**src/rtl/uart_tx_cfg.sv**
```systemverilog
// Purpose: FIFO-buffered UART transmitter with build-time data bits, parity and stop bits.
// Latency: a word written into an empty FIFO while idle drives the start bit one cycle after the accepting edge.
// Backpressure: tx_ready drops when the FIFO is full or rst_n is low; a word is stored only when tx_valid and tx_ready are both high.
module uart_tx_cfg #(
    parameter int CLKS_PER_BIT = 10417,
    parameter int DATA_BITS    = 8,
    parameter int PARITY       = 0,
    parameter int STOP_BITS    = 1,
    parameter int FIFO_DEPTH   = 8
) (
    input  logic                          clk,
    input  logic                          rst_n,
    input  logic [DATA_BITS-1:0]          tx_data,
    input  logic                          tx_valid,
    output logic                          tx_ready,
    output logic                          tx,
    output logic                          busy,
    output logic [$clog2(FIFO_DEPTH):0]   fifo_level
);

    localparam int AW = $clog2(FIFO_DEPTH);
    localparam int LW = AW + 1;
    localparam int CW = $clog2(CLKS_PER_BIT);
    localparam int IW = $clog2(DATA_BITS);

    typedef enum logic [2:0] {IDLE, START, DATA, PAR, STOP} state_t;

    state_t               state;
    logic [DATA_BITS-1:0] mem [FIFO_DEPTH];
    logic [AW-1:0]        wr_ptr;
    logic [AW-1:0]        rd_ptr;
    logic [CW-1:0]        bit_cnt;
    logic [IW-1:0]        idx;
    logic                 stop_cnt;
    logic [DATA_BITS-1:0] shreg;
    logic                 par_bit;

    logic                 push;
    logic                 pop;
    logic                 fifo_nempty;
    logic                 bit_last;
    logic                 frame_last;
    logic [DATA_BITS-1:0] head;

    assign head        = mem[rd_ptr];
    assign fifo_nempty = (fifo_level != '0);
    assign tx_ready    = rst_n && (fifo_level != LW'(FIFO_DEPTH));
    assign push        = tx_valid && tx_ready;
    assign bit_last    = (bit_cnt == CW'(CLKS_PER_BIT - 1));
    assign frame_last  = (state == STOP) && bit_last && (stop_cnt == 1'(STOP_BITS - 1));
    // The serializer takes the head word either from IDLE or at the very end of the last stop bit,
    // so back-to-back frames have no idle cycle between them.
    assign pop         = fifo_nempty && ((state == IDLE) || frame_last);

    // FIFO storage; contents need no reset because the pointers and level are flushed.
    always_ff @(posedge clk) begin
        if (push) begin
            mem[wr_ptr] <= tx_data;
        end
    end

    // FIFO pointers and occupancy; push and pop on one edge cancel in the level.
    always_ff @(posedge clk) begin
        if (!rst_n) begin
            wr_ptr     <= '0;
            rd_ptr     <= '0;
            fifo_level <= '0;
        end else begin
            if (push) begin
                wr_ptr <= wr_ptr + AW'(1);
            end
            if (pop) begin
                rd_ptr <= rd_ptr + AW'(1);
            end
            case ({push, pop})
                2'b10:   fifo_level <= fifo_level + LW'(1);
                2'b01:   fifo_level <= fifo_level - LW'(1);
                default: fifo_level <= fifo_level;
            endcase
        end
    end

    // Frame serializer: a registered line level per state, with a per-bit cycle counter.
    always_ff @(posedge clk) begin
        if (!rst_n) begin
            state    <= IDLE;
            tx       <= 1'b1;
            busy     <= 1'b0;
            bit_cnt  <= '0;
            idx      <= '0;
            stop_cnt <= 1'b0;
            shreg    <= '0;
            par_bit  <= 1'b0;
        end else begin
            case (state)
                IDLE: begin
                    bit_cnt <= '0;
                    if (pop) begin
                        shreg   <= head;
                        par_bit <= (PARITY == 1) ? ~^head : ^head;
                        tx      <= 1'b0;
                        busy    <= 1'b1;
                        state   <= START;
                    end else begin
                        tx   <= 1'b1;
                        busy <= 1'b0;
                    end
                end
                START: begin
                    bit_cnt <= bit_last ? '0 : bit_cnt + CW'(1);
                    if (bit_last) begin
                        tx    <= shreg[0];
                        idx   <= '0;
                        state <= DATA;
                    end
                end
                DATA: begin
                    bit_cnt <= bit_last ? '0 : bit_cnt + CW'(1);
                    if (bit_last) begin
                        if (idx == IW'(DATA_BITS - 1)) begin
                            if (PARITY != 0) begin
                                tx    <= par_bit;
                                state <= PAR;
                            end else begin
                                tx       <= 1'b1;
                                stop_cnt <= 1'b0;
                                state    <= STOP;
                            end
                        end else begin
                            idx   <= idx + IW'(1);
                            tx    <= shreg[1];
                            shreg <= shreg >> 1;
                        end
                    end
                end
                PAR: begin
                    bit_cnt <= bit_last ? '0 : bit_cnt + CW'(1);
                    if (bit_last) begin
                        tx       <= 1'b1;
                        stop_cnt <= 1'b0;
                        state    <= STOP;
                    end
                end
                STOP: begin
                    bit_cnt <= bit_last ? '0 : bit_cnt + CW'(1);
                    if (frame_last) begin
                        if (pop) begin
                            shreg   <= head;
                            par_bit <= (PARITY == 1) ? ~^head : ^head;
                            tx      <= 1'b0;
                            state   <= START;
                        end else begin
                            tx    <= 1'b1;
                            busy  <= 1'b0;
                            state <= IDLE;
                        end
                    end else if (bit_last) begin
                        stop_cnt <= stop_cnt + 1'b1;
                    end
                end
                default: begin
                    state <= IDLE;
                    tx    <= 1'b1;
                    busy  <= 1'b0;
                end
            endcase
        end
    end

endmodule

```
**config.mk**
```make
export PLATFORM = sky130hd
export DESIGN_NAME = uart_tx_cfg
export DESIGN_NICKNAME = d
export VERILOG_FILES = /design/src/rtl/uart_tx_cfg.sv
export SDC_FILE = /design/constraint.sdc
export NUM_CORES = 1
export LEC_CHECK = 0
export CAP_MARGIN = 25
export CORE_MARGIN = 2
export CORE_UTILIZATION = 35
export DETAILED_ROUTE_END_ITERATION = 8
export GPL_TIMING_DRIVEN = 0
export MAX_ROUTING_LAYER = met4
export SETUP_SLACK_MARGIN = 0.15
export SLEW_MARGIN = 20
export SYNTH_ARGS = -nofsm -noshare
export SYNTH_HDL_FRONTEND = slang
export SYNTH_SLANG_ARGS = --single-unit
```
**constraint.sdc**
```tcl
create_clock -name clk -period 7.15 [get_ports clk]
set_input_delay 0.715 -clock clk [delete_from_list [all_inputs] [get_ports clk]]
set_output_delay 0.715 -clock clk [all_outputs]
set_load 0.01 [all_outputs]
```
Word level (Yosys, flattened, before mapping)
Memories as Yosys holds them, arrays and structs flattened. A register that Yosys moved wholly into a read port is not among the register bits.
Index checks and enable logic that the tools add are counted.
{"block": "classes", "n_addsub": 7, "n_reduce_logical": 21, "n_mux": 41, "n_eq_ne": 19, "bitwise": 2}
{"op": "$mux 3", "count": 11}
{"op": "$mux 8", "count": 4}
{"op": "$pmux 14 s2", "count": 1}
{"op": "$pmux 8 s3", "count": 1}
{"op": "$ne 2x2->1 const B", "count": 10}
{"op": "$mux 1", "count": 17}
{"op": "$pmux 3 s5", "count": 1}
{"op": "$add 14x1->14 const B", "count": 1}
{"op": "$eq 14x14->1 const B", "count": 1}
{"op": "$mux 14", "count": 1}
{"op": "$reduce_and 4->1", "count": 3}
{"op": "$reduce_and 6->1", "count": 2}
{"op": "$add 3x1->3 const B", "count": 3}
{"op": "$pmux 4 s2", "count": 1}
{"op": "$eq 3x2->1 const B", "count": 2}
{"op": "$eq 3x3->1 const B", "count": 2}
{"op": "$pmux 1 s3", "count": 2}
{"op": "$pmux 3 s2", "count": 1}
{"op": "$reduce_bool 2->1", "count": 3}
{"op": "$reduce_bool 3->1", "count": 2}
{"op": "$logic_and 1x1->1", "count": 5}
{"op": "$pmux 1 s5", "count": 1}
{"op": "$add 4x1->4 const B", "count": 1}
{"op": "$ne 4x4->1 const B", "count": 1}
{"op": "12 further kinds", "count": 13}
{"block": "word_totals", "in_bits": 11, "mem_bits_rw": 64, "register_bits": 41, "n_memories": 1}
{"name": "mem", "words": 8, "word_bits": 8, "read_ports": 1, "rd_ports_with_merged_regs": 1, "write_ports": 1, "line": "29", "text": "logic [DATA_BITS-1:0] mem [FIFO_DEPTH];"}

Logic depth before layout (Yosys ltp)
Gate-level depths: netlist (run 1).
{"block": "depth", "word_depth": 8, "ltp_mapped": 12}

Least setup slack after synthesis (run 1)
No wires, ideal clock.
{"block": "synth_path", "kind": "input port to flip-flop", "start": "input rst_n", "end": "register fifo_level[2]", "stages": 11, "t_required_ns": 7.080, "setup_ns": 0.070, "setup_slack_ns": 4.365, "arrival_time_ns": 2.715, "cell_sequence": "buf_2 > inv_1 > a21oi_1 > nand2_1 > ha_1 > xor2_1 > ha_1 > a21oi_1 > xor2_1 > or3_1 > a21oi_1"}
{"block": "synth_between", "elab_chain_len": 4, "word_cells_on_any_way": 6, "classes_between": "2 x eq/ne; 1 x mux; 3 x reduce/logical"}
{"element": "from (decl)", "line": "12", "text": "input logic rst_n,"}
{"element": "$logic_and 1x1->1 *", "line": "47", "text": "assign tx_ready = rst_n && (fifo_level != LW'(FIFO_DEPTH));"}
{"element": "via tx_ready", "line": "15", "text": "output logic tx_ready,"}
{"element": "$logic_and 1x1->1 *", "line": "48", "text": "assign push = tx_valid && tx_ready;"}
{"element": "$eq 2x1->1 / $eq 2x2->1 (equally long branches)", "line": "75", "text": "case ({push, pop})"}
{"element": "$pmux 4 s2 / $reduce_bool 2->1 (equally long branches)"}
{"element": "to (signal assigned)", "line": "76", "text": "2'b10: fifo_level <= fifo_level + LW'(1);"}
{"element": "to (signal assigned)", "line": "77", "text": "2'b01: fifo_level <= fifo_level - LW'(1);"}
{"element": "to (signal assigned)", "line": "78", "text": "default: fifo_level <= fifo_level;"}
{"element": "to (decl)", "line": "18", "text": "output logic [$clog2(FIFO_DEPTH):0] fifo_level"}
The timed path passes the listed nets; every way through them passes the cells marked *.
A chain may end at the register's enable or synchronous reset.

Worst setup path in the final report (run 1)
{"block": "layout_path", "start": "register bit_cnt[0]", "end": "register fifo_level[2]"}
{"block": "layout_between", "elab_chain_len": 7, "word_cells_on_any_way": 9, "classes_between": "3 x eq/ne; 1 x mux; 5 x reduce/logical"}
{"element": "from (decl)", "line": "32", "text": "logic [CW-1:0] bit_cnt;"}
{"element": "from (signal assigned)", "line": "110", "text": "bit_cnt <= bit_last ? '0 : bit_cnt + CW'(1);"}
{"element": "from (signal assigned)", "line": "118", "text": "bit_cnt <= bit_last ? '0 : bit_cnt + CW'(1);"}
{"element": "from (signal assigned)", "line": "137", "text": "bit_cnt <= bit_last ? '0 : bit_cnt + CW'(1);"}
{"element": "$eq 14x14->1 *", "line": "49", "text": "assign bit_last = (bit_cnt == CW'(CLKS_PER_BIT - 1));"}
{"element": "$logic_and 1x1->1 * (2 in series)", "line": "50", "text": "assign frame_last = (state == STOP) && bit_last && (stop_cnt == 1'(STOP_BITS - 1));"}
{"element": "$logic_or 1x1->1 *", "line": "53", "text": "assign pop = fifo_nempty && ((state == IDLE) || frame_last);"}
{"element": "$logic_and 1x1->1 *", "line": "53"}
{"element": "$eq 2x1->1 / $eq 2x2->1 (equally long branches)", "line": "75"}
{"element": "$pmux 4 s2 / $reduce_bool 2->1 (equally long branches)"}
Mark *: on every way between the ends. The rest lies on a longest branch, timed or not.

==> results of run 1 <==
[kinds of logic after synthesis]
kind of cell / after synthesis / share of synthesized area (%)
adder cells (fa/ha/maj): 10 / 2.58
AO/OA/AOI/OAI: 52 / 8.17
XOR/XNOR: 16 / 2.95
buffers and inverters: 26 / 2.72
AND/OR/NAND/NOR: 124 / 13.8
multiplexers: 33 / 10.7
flip-flops: 108 / 59.1
[stage by stage]
step	util, %	instance area, µm²	hold slack, ns	worst slack (ns)
6_report	41.2	5450	0.460	4.41
5_1_grt	41.2	5450	0.473	4.16
4_1_cts	41.2	5450	0.462	4.37
3_5_place_dp	38.8	5140	0.452	4.00
3_3_place_gp	38.7	5130	0.445	3.57
2_1_floorplan	-	4750	0.429	4.37
[final timing paths]
kind                            slack, ns  depth (start not counted)               startpoint                    endpoint
worst min register to register       0.46                          2    stop_cnt$_SDFFE_PN0P_       stop_cnt$_SDFFE_PN0P_
worst max register to register       4.41                         12  bit_cnt[0]$_SDFFE_PN0P_  fifo_level[2]$_SDFFE_PN0P_
worst max-delay path                 4.41                         12  bit_cnt[0]$_SDFFE_PN0P_  fifo_level[2]$_SDFFE_PN0P_
worst min-delay path                 0.46                          2    stop_cnt$_SDFFE_PN0P_       stop_cnt$_SDFFE_PN0P_
[sequential cells by signal (all words and copies together), names as in the netlist, named ones only]
signal,count
fifo_level,4
stop_cnt,1
tx,1
shreg,8
bit_cnt,14
busy,1
mem,64
idx,3
state,3
wr_ptr,3
rd_ptr,3
[metal layers]
| metal | global-route usage (%) | wire, µm | vias up |
|---|---|---|---|
| li1 | - | - | 1436 |
| met1 | 17.7 | 4250 | 1448 |
| met2 | 22.0 | 4470 | 42 |
| met3 | 2.55 | 260 | 9 |
| met4 | 3.92 | 104 | 0 |
| met5 | - | 0 | - |
[cell type report]
cell class / count / area (µm²)
buffer: 19 / 103
timing repair buffer: 17 / 168
clock buffer: 9 / 225
inverter: 7 / 26.3
clock inverter: 7 / 82.6
sequential: 108 / 2800
multi-input combinational: 235 / 1820
fill: 1274 / 7790
tap: 176 / 220
[report_power, final]
group / switching, W / internal [W]
Clock: 0.000251 / 0.000251
Sequential: 0.0000469 / 0.000717
Combinational: 0.000255 / 0.000241
[cell usage after synthesis, types with 4 or more instances]
cell type and number:
nand2b_1 5, nor3_1 10, o21a_1 5, inv_1 7, buf_2 10, mux2i_1 16
a21oi_1 13, xnor2_1 6, edfxtp_1 64, nor2_1 31, nand3_1 9, ha_1 9
o21ai_0 8, xor2_1 10, clkbuf_1 5, dfxtp_1 44, o211ai_1 6, mux4_2 14
nand4_1 4, and3_1 4, nand2_1 32
[placed cells by master (no fill, tap or decap), drive strengths merged, types with 4 or more instances in the layout]
cell,instances
a211oi,4
a21oi,14
and3,4
buf,15
clkbuf,14
clkdlybuf4s50,16
dfxtp,44
edfxtp,64
ha,9
inv,11
mux2i,16
mux4,14
nand2,32
nand2b,5
nand3,9
nand4,6
nor2,31
nor3,10
o211ai,6
o21a,5
o21ai,9
or2,4
xnor2,6
xor2,10
[tightest hold or removal path: stages, from the launching register on]
cell and delay [ns]:
dfxtp_1 0.33, nand2_1 0.06, nor2_1 0.04
==> impl_metrics.csv, run 1 <==
group,metric,value,unit
sta,worstMarginPinSlew,0.945,ns
critical_path,critPathSlowestCell,"dfxtp_1",
sta,setup_viol,0,
yosys,synthArstFlopShare,0,%
placement,io_buffer_count,16,
global_routing,first_global_vias,2889,
layout,layout-drive-gt1-share,14.7,%
power_and_ir_drop,p_total,0.00176,W
sta,finalMaxSlewViolations,0,
detailed_routing,via_count,2935,
yosys,synthCells,369,
critical_path,cp_top_family,"simple AND/OR/NAND/NOR gates",
yosys,ys_seq_area_share,59.1,%
global_routing,grt_usage,13.6,%
critical_path,crit_type,"reg -> reg",
yosys,syn_nets,389,
critical_path,crit_path_start_kind,"flop",
hold_path,hold_path.class,"reg -> reg",
sta,timing.slew.headroom,36.8,%
layout,instances_no_fill,578,
power_and_ir_drop,ir_drop,0.160,mV
clocking,cts_sinks,108,
yosys,ys_top_cells_by_area,"edfxtp_1, dfxtp_1, mux4_2, mux2i_1, nand2_1",
detailed_routing,dr.pass1.iters,4,
clocking,ctsHoldBuffers,0,
critical_path,crit_path_max_incr_delay,0.36,ns
sta,finalHoldViolCount,0,
floorplan,ios,18,
clocking,cts_buffer_depth,2,
placement,dp.cells,562,
detailed_routing,routed_wl,9.08,mm
sta,finalClockSkew,0.0107,ns
run,maxCapViolCount,0,
power_and_ir_drop,power_density,323,nW/µm²
sta,fmax,0.366,GHz
placement,gp_congestion,0.737,
detailed_routing,routed_via_density,5.08,
sta,period_share,38.3,%
detailed_routing,drtIter0Drc,119,
yosys,yosysTopAreaCell,"edfxtp_1",
layout,synthToLayoutAreaGrowth,14.9,%
global_routing,antenna_found_initial,0,
yosys,synth_area_per_cell,12.9,µm²
sta,rsz0062_at_grt,"no",
layout,fin_nets,417,
yosys,ys_types,58,
status,status,"finished, final reports clean",
critical_path,path_common_cell,"ha_1",
clocking,cts_tree,"built",
floorplan,die-area,14500,µm²
power_and_ir_drop,power_leakage,1.82,nW
critical_path,endpoint_kind,"flop",
clocking,cts_root_buf,"clkbuf_16",
yosys,synth_edf_count,64,
global_routing,grt_max_degree,23,
placement,dp_hpwl,6.14,mm
floorplan,die_h,120,µm
critical_path,crit_chain,"inv_1 > ha_1 > nor3b_1 > nand4_2 > a21oi_4 > ha_1 > xor2_1 > ha_1 > a21oi_1 > xor2_1 > or3_1 > a21oi_1",
global_routing,grt_pass1_wl,14.9,mm
critical_path,worstPathRequired,7.43,ns
clocking,clkLatencyLatePin,0.36,ns
yosys,synthFlopType,"edfxtp_1",
yosys,syn-cell-area,4750,µm²
floorplan,start_util,35.8,%
clocking,clk_pin_slew,0.08,ns
floorplan,row_count,42,
clocking,ctsHtreeMaxLevel,3,
detailed_routing,drtAntennaViolNets,0,
sta,fin_crit,2.74,ns
floorplan,die_w,120,µm
sta,fin_tns_setup,0,ns
global_routing,grt-ovfl-total,0,
yosys,yosys_warnings,0,
floorplan,core-area,13200,µm²
detailed_routing,route.detailed.drc,0,
yosys,synth_top_cell_area_share,40.5,%
critical_path,crit_buf_inv,1,
critical_path,cp_max_fo,9,
clocking,cts_buffers,9,
yosys,ys_ff_latch,108,
critical_path,crit_arrival,3.02,ns
clocking,post_cts_buffers,0,
layout,num_antenna_cells,0,
clocking,cts-resized-gates,0,
detailed_routing,routedWlPerCell,15.7,µm
(Power assumes the default switching activity.)
==> inputs of run 2 (changes only) <==
==> constraint.sdc (replaced) <==
create_clock -name clk -period 2.45 [get_ports clk]
set_input_delay 0.245 -clock clk [delete_from_list [all_inputs] [get_ports clk]]
set_output_delay 0.245 -clock clk [all_outputs]
set_load 0.01 [all_outputs]
==> run 2 against run 1 <==
Effect of this change:
- cell area increased by 2.5%
- via count increased by 1.2%
- clock skew decreased by 0.0029 ns
==> impl_metrics.csv, run 2 (synthesized netlist as in run 1, its figures left out) <==
group,metric,value,unit
placement,placed_area,5160,µm²
floorplan,start_util,35.8,%
critical_path,crit_type,"reg -> reg",
critical_path,crit_arrival,2.56,ns
sta,rsz0062_at_grt,"yes",
power_and_ir_drop,power_leakage,1.86,nW
sta,period_share,93.1,%
global_routing,busiest_layer,"met2",
floorplan,die_h,120,µm
detailed_routing,via_count,2970,
layout,reg_top3,"mem (64), bit_cnt (14), shreg (8)",
critical_path,cp_max_fo,2,
critical_path,crit_path_start_kind,"flop",
detailed_routing,routedWlPerCell,15.9,µm
sta,finalClockSkew,0.00785,ns
global_routing,grt_pass1_wl,15.4,mm
placement,dp_hpwl,6.15,mm
layout,largest_reg_flops,64,
global_routing,grt-ovfl-total,0,
clocking,ctsHtreeMaxLevel,3,
clocking,clk_pin_slew,0.07,ns
hold_path,min-delay-start,"rst_n",
clocking,cts_buffers,9,
floorplan,row_count,42,
global_routing,antenna_found_initial,0,
critical_path,r2r_setup_slack,0.17,ns
power_and_ir_drop,ir_drop,0.445,mV
clocking,ctsHoldBuffers,0,
placement,io_buffer_count,16,
hold_path,holdPathEnd,"shreg[0]$_SDFFE_PN0P_",
sta,fmax,0.438,GHz
clocking,cts_buffer_depth,2,
clocking,cts_sinks,108,
global_routing,met2_usage,22.9,%
sta,timing.slew.headroom,37.1,%
global_routing,use_met3,3.25,%
detailed_routing,routed_wl,9.31,mm
clocking,cts_root_buf,"clkbuf_16",
layout,largest_register,"mem",
global_routing,grt_usage,14.3,%
critical_path,worstPathRequired,2.73,ns
floorplan,die_w,120,µm
sta,finalMaxSlewViolations,0,
global_routing,grt_max_degree,20,
critical_path,endpoint_kind,"flop",
hold_path,hold_path.class,"in -> reg",
critical_path,reg2reg_depth,12,
clocking,cts_tree,"built",
sta,finalHoldViolCount,0,
global_routing,first_global_vias,3007,
layout,layout_common_cells,"edfxtp_1, dfxtp_1, nand2_1",
sta,fin_tns_setup,0,ns
layout,final_core_util,42.2,%
global_routing,met1_usage,17.7,%
detailed_routing,drtIter0Drc,138,
run,maxCapViolCount,0,
layout,layout-drive-gt1-share,20.0,%
layout,final.fill_count,1262,
placement,gp_congestion,0.756,
layout,final_common_cell,"edfxtp_1",
critical_path,r2r_end,"fifo_level[2]$_SDFFE_PN0P_",
layout,num_antenna_cells,0,
sta,worstMarginPinSlew,0.940,ns
hold_path,hold_depth,3,
detailed_routing,drtAntennaViolNets,0,
critical_path,r2r-start,"bit_cnt[0]$_SDFFE_PN0P_",
clocking,clkLatencyLatePin,0.35,ns
layout,fin_nets,426,
sta,fin_crit,2.28,ns
floorplan,core-area,13200,µm²
layout,fin_area,5590,µm²
status,status,"finished, final reports clean",
floorplan,die-area,14500,µm²
detailed_routing,routed_via_density,5.06,
detailed_routing,route.detailed.drc,0,
detailed_routing,dr.pass1.iters,4,
sta,setup_viol,0,
power_and_ir_drop,power_density,937,nW/µm²
floorplan,ios,18,
layout,synthToLayoutAreaGrowth,17.7,%
sta,whs,0.281,ns
-- run 2: cell types whose count changed in the layout (fill, tap and decap cells not counted), moves of 2 or more --
| cell | delta |
|---|---|
| dfxtp_2 | +6 |
| dfxtp_1 | -6 |
| nor2_1 | -4 |
| nor2_4 | +3 |
| buf_4 | +8 |
| clkinv_8 | -2 |
| ha_1 | -2 |
-- run 2: per-layer routing --
metal / wire, µm / vias up
li1: - / 1456
met1: 4390 / 1454
met2: 4460 / 48
met3: 308 / 12
met4: 150 / 0
met5: 0 / -
-- run 2: layout make-up --
| class | count | area [µm²] | share of cell area, % |
|---|---|---|---|
| Sequential cell | 108 | 2810 | 50.3 |
| Multi-Input combinational cell | 235 | 1900 | 34.0 |
| Timing Repair Buffer | 26 | 248 | 4.43 |
| Clock buffer | 9 | 225 | 4.03 |
| Tap cell | 176 | 220 | 3.94 |
| Buffer | 19 | 103 | 1.84 |
| Clock inverter | 7 | 57.6 | 1.03 |
| Inverter | 7 | 26.3 | 0.470 |
-- run 2: repair_timing --
action	CTS	global route
resized for setup	13	6
pin swaps	4	6
buffers inserted	6	3
setup endpoints to repair	59	58
-- run 2: per-stage QoR --
step | cells | total power (W) | worst slack [ns]
finish | 587 | 0.00524 | 0.168
floorplan | 369 | 0.00337 | 0.120
global route | 587 | 0.00553 | -0.0000977
detailed placement | 562 | 0.00375 | -0.196
CTS | 584 | 0.00523 | 0.134
global placement | 561 | 0.00372 | -0.271
-- run 2: worst max-delay path, cell delays in order, from the launching register on --
cell	delay [ns]
dfxtp_2	0.32
inv_1	0.07
ha_2	0.17
nor3b_4	0.21
nand4_4	0.16
a21oi_4	0.19
ha_4	0.16
xor2_1	0.14
ha_1	0.15
a21oi_1	0.04
xor2_1	0.15
or3_1	0.30
a21oi_1	0.13
-- run 2: worst max path at each step --
stage                     slack (ns)                          to                        from
after detailed placement       -0.20         mem[4][3]$_DFFE_PP_                       rst_n
final                           0.17  fifo_level[2]$_SDFFE_PN0P_     bit_cnt[0]$_SDFFE_PN0P_
after global routing         -0.0001  fifo_level[2]$_SDFFE_PN0P_     bit_cnt[0]$_SDFFE_PN0P_
after floorplan                 0.12  fifo_level[2]$_SDFFE_PN0P_     bit_cnt[0]$_SDFFE_PN0P_
after global placement         -0.27         mem[1][3]$_DFFE_PP_                       rst_n
after CTS                       0.13         mem[5][2]$_DFFE_PP_  fifo_level[1]$_SDFFE_PN0P_
-- run 2: power breakdown --
group	internal, W	total [W]	switching [W]
Combinational	0.000816	0.00161	0.000797
Clock	0.000708	0.00139	0.000683
Sequential	0.00210	0.00223	0.000134
==> inputs of run 3 (changes only) <==
--- a/config.mk
+++ b/config.mk
@@ -5,6 +5,7 @@
 export SDC_FILE = /design/constraint.sdc
 export NUM_CORES = 1
 export LEC_CHECK = 0
+export ABC_AREA = 1
 export CAP_MARGIN = 25
 export CORE_MARGIN = 2
 export CORE_UTILIZATION = 35
==> run 3 against run 2 <==
Effect of this change:
- cell area is 5.0% higher
- synthesized cell count up 50%
- combinational power is 53% higher
- clock-buffer cell count is 1 higher
- critical path type unchanged
- die area increased by 6.5%
- routed wire length increased by 19%
- fmax increased by 1.5%
- critical path depth grew 4
- first-iteration DRC count rose by 57%
- area after synthesis increased by 6.7%
- largest cell class unchanged
==> impl_metrics.csv, run 3 <==
group,metric,value,unit
run,maxCapViolCount,0,
layout,largest_reg_flops,64,
placement,gp_congestion,0.859,
critical_path,cp_top_family,"simple AND/OR/NAND/NOR gates",
detailed_routing,routed_wl,11.1,mm
critical_path,crit_buf_inv,1,
yosys,ys_seq_area_share,55.3,%
layout,layout-drive-gt1-share,18.8,%
sta,fin_tns_setup,0,ns
global_routing,grt_max_degree,20,
yosys,ys_top_cells_by_area,"edfxtp_1, dfxtp_1, nand2_1, nand3_1, nor2_1",
yosys,ys_ff_latch,108,
sta,period_share,91.7,%
floorplan,core-area,14000,µm²
critical_path,r2r_end,"fifo_level[3]$_SDFFE_PN0P_",
detailed_routing,via_count,3794,
layout,num_antenna_cells,0,
yosys,synthArstFlopShare,0,%
hold_path,hold_path.class,"in -> reg",
critical_path,endpoint_kind,"flop",
yosys,syn-cell-area,5060,µm²
critical_path,reg2reg_depth,16,
floorplan,die_h,124,µm
sta,setup_viol,0,
yosys,yosysTopAreaCell,"edfxtp_1",
placement,io_buffer_count,16,
detailed_routing,drtIter0Drc,217,
layout,synthToLayoutAreaGrowth,15.8,%
hold_path,holdPathEnd,"wr_ptr[2]$_SDFFE_PN0P_",
global_routing,antenna_found_initial,0,
power_and_ir_drop,ir_drop,0.708,mV
clocking,cts_sinks,108,
floorplan,row_count,43,
yosys,synth_top_cell_area_share,37.9,%
detailed_routing,routedWlPerCell,14.4,µm
floorplan,ios,18,
yosys,synth_edf_count,64,
floorplan,die_w,124,µm
layout,final_common_cell,"nand2_1",
critical_path,critPathLaunch,"bit_cnt[0]$_SDFFE_PN0P_",
layout,layout_common_cells,"nand2_1, nand3_1, edfxtp_1",
status,status,"finished, final reports clean",
layout,largest_register,"mem",
floorplan,start_util,36.2,%
power_and_ir_drop,power_leakage,2.19,nW
yosys,ys_types,40,
sta,worstMarginPinSlew,0.583,ns
critical_path,worstPathRequired,2.73,ns
hold_path,hold_depth,3,
critical_path,crit_path_start_kind,"flop",
clocking,cts_tree,"built",
yosys,synth_common_cells,"nand2_1, nand3_1, edfxtp_1",
yosys,syn_nets,574,
yosys,synth_area_per_cell,9.14,µm²
sta,finalHoldViolCount,0,
critical_path,r2r_setup_slack,0.20,ns
critical_path,crit_chain,"inv_1 > ha_2 > nand2_1 > nor2_2 > nand3_2 > nor2_4 > nand3_4 > nand2_8 > ha_4 > xor2_2 > nand3_2 > a21oi_2 > o21ai_1 > nand2_1 > nand2_1 > nor2_1",
yosys,yosys_warnings,0,
power_and_ir_drop,power_density,1040,nW/µm²
clocking,clk_pin_slew,0.07,ns
detailed_routing,dr.pass1.iters,5,
yosys,synth_most_common_cell,"nand2_1",
placement,placed_area,5450,µm²
critical_path,crit_type,"reg -> reg",
global_routing,grt-ovfl-total,0,
sta,finalClockSkew,0.00791,ns
sta,timing.slew.headroom,61.1,%
clocking,clkLatencyLatePin,0.35,ns
hold_path,min-delay-start,"rst_n",
global_routing,grt_pass1_wl,18.1,mm
layout,reg_top3,"mem (64), bit_cnt (14), shreg (8)",
global_routing,first_global_vias,3613,
clocking,ctsHtreeMaxLevel,3,
clocking,cts_buffers,9,
sta,finalMaxSlewViolations,0,
detailed_routing,drtAntennaViolNets,0,
detailed_routing,route.detailed.drc,0,
sta,rsz0062_at_grt,"yes",
layout,final_core_util,41.9,%
placement,dp_hpwl,7.62,mm
critical_path,crit_path_max_incr_delay,0.33,ns
detailed_routing,routed_via_density,4.91,
clocking,cts_buffer_depth,2,
critical_path,path_common_cell,"nand2_1",
clocking,cts_root_buf,"clkbuf_16",
sta,fmax,0.445,GHz
critical_path,crit_arrival,2.53,ns
layout,fin_nets,607,
critical_path,cp_max_fo,5,
yosys,synthCells,554,
layout,fin_area,5860,µm²
yosys,synthFlopType,"edfxtp_1",
sta,fin_crit,2.25,ns
critical_path,critPathSlowestCell,"dfxtp_2",
critical_path,r2r-start,"bit_cnt[0]$_SDFFE_PN0P_",
floorplan,die-area,15400,µm²
global_routing,grt_usage,14.9,%
==> run 3: cells by family after synthesis <==
group | count (synthesis) | share of synthesized area [%]
simple gates | 316 | 29.7
buf+inv | 64 | 5.88
xor+xnor | 4 | 0.692
fa+ha+maj | 9 | 2.22
flops | 108 | 55.3
compound gates | 53 | 6.13
==> run 3: where the power goes <==
group / switching [W] / internal [W] / total [W]
Combinational: 0.00150 / 0.000972 / 0.00247
Sequential: 0.000133 / 0.00209 / 0.00222
Clock: 0.000693 / 0.000713 / 0.00141
==> run 3: how the worst max path moves through the flow <==
| stage | endpoint | slack [ns] | depth (start not counted) |
|---|---|---|---|
| floorplan | fifo_level[2]$_SDFFE_PN0P_ | 0.31 | 10 |
| global placement | mem[0][7]$_DFFE_PP_ | 0.07 | 7 |
| detailed placement | fifo_level[3]$_SDFFE_PN0P_ | 0.009 | 16 |
| CTS | mem[4][3]$_DFFE_PP_ | 0.07 | 6 |
| global route | fifo_level[3]$_SDFFE_PN0P_ | 0.10 | 16 |
| finish | fifo_level[3]$_SDFFE_PN0P_ | 0.20 | 16 |
==> run 3: layer usage <==
layer	GRT usage (%)	wire length (µm)	up-vias
met4	5.02	169	0
met2	23.2	5140	86
li1	-	-	1918
met3	2.06	491	13
met1	20.2	5310	1777
met5	-	0	-
==> run 3: cell type report <==
class | instances | area (µm²)
inverters | 43 | 161
clock buffers | 10 | 229
clock inverters | 6 | 56.3
plain buffers | 21 | 136
fillers | 1364 | 8120
well taps | 180 | 225
multi-input cells | 382 | 2050
repair buffers | 22 | 205
flip-flops and latches | 108 | 2810
==> run 3: stage by stage <==
step / setup WS [ns] / hold WS, ns / total power, W / cells
after floorplan: 0.314 / 0.344 / 0.00396 / 554
after global placement: 0.0729 / 0.439 / 0.00448 / 750
after detailed placement: 0.00864 / 0.435 / 0.00454 / 750
after CTS: 0.0685 / 0.264 / 0.00599 / 767
after global routing: 0.103 / 0.277 / 0.00648 / 772
final: 0.203 / 0.267 / 0.00610 / 772
==> run 3: worst reg2reg max path, delay by kind of cell, from the launching register on <==
family | cells | cell delay, ns
flops | 1 | 0.33
compound gates | 2 | 0.24
xor+xnor | 1 | 0.23
simple gates | 10 | 0.95
buf+inv | 1 | 0.07
fa+ha+maj | 2 | 0.36
==> run 3: timing repair <==
action	4_1_cts	5_1_grt
resized for setup	5	17
hold endpoints to repair	0	0
pin swaps	1	0
buffers inserted	1	5
endpoints found under the setup margin	11	59
cloned	0	0
hold buffers	0	0
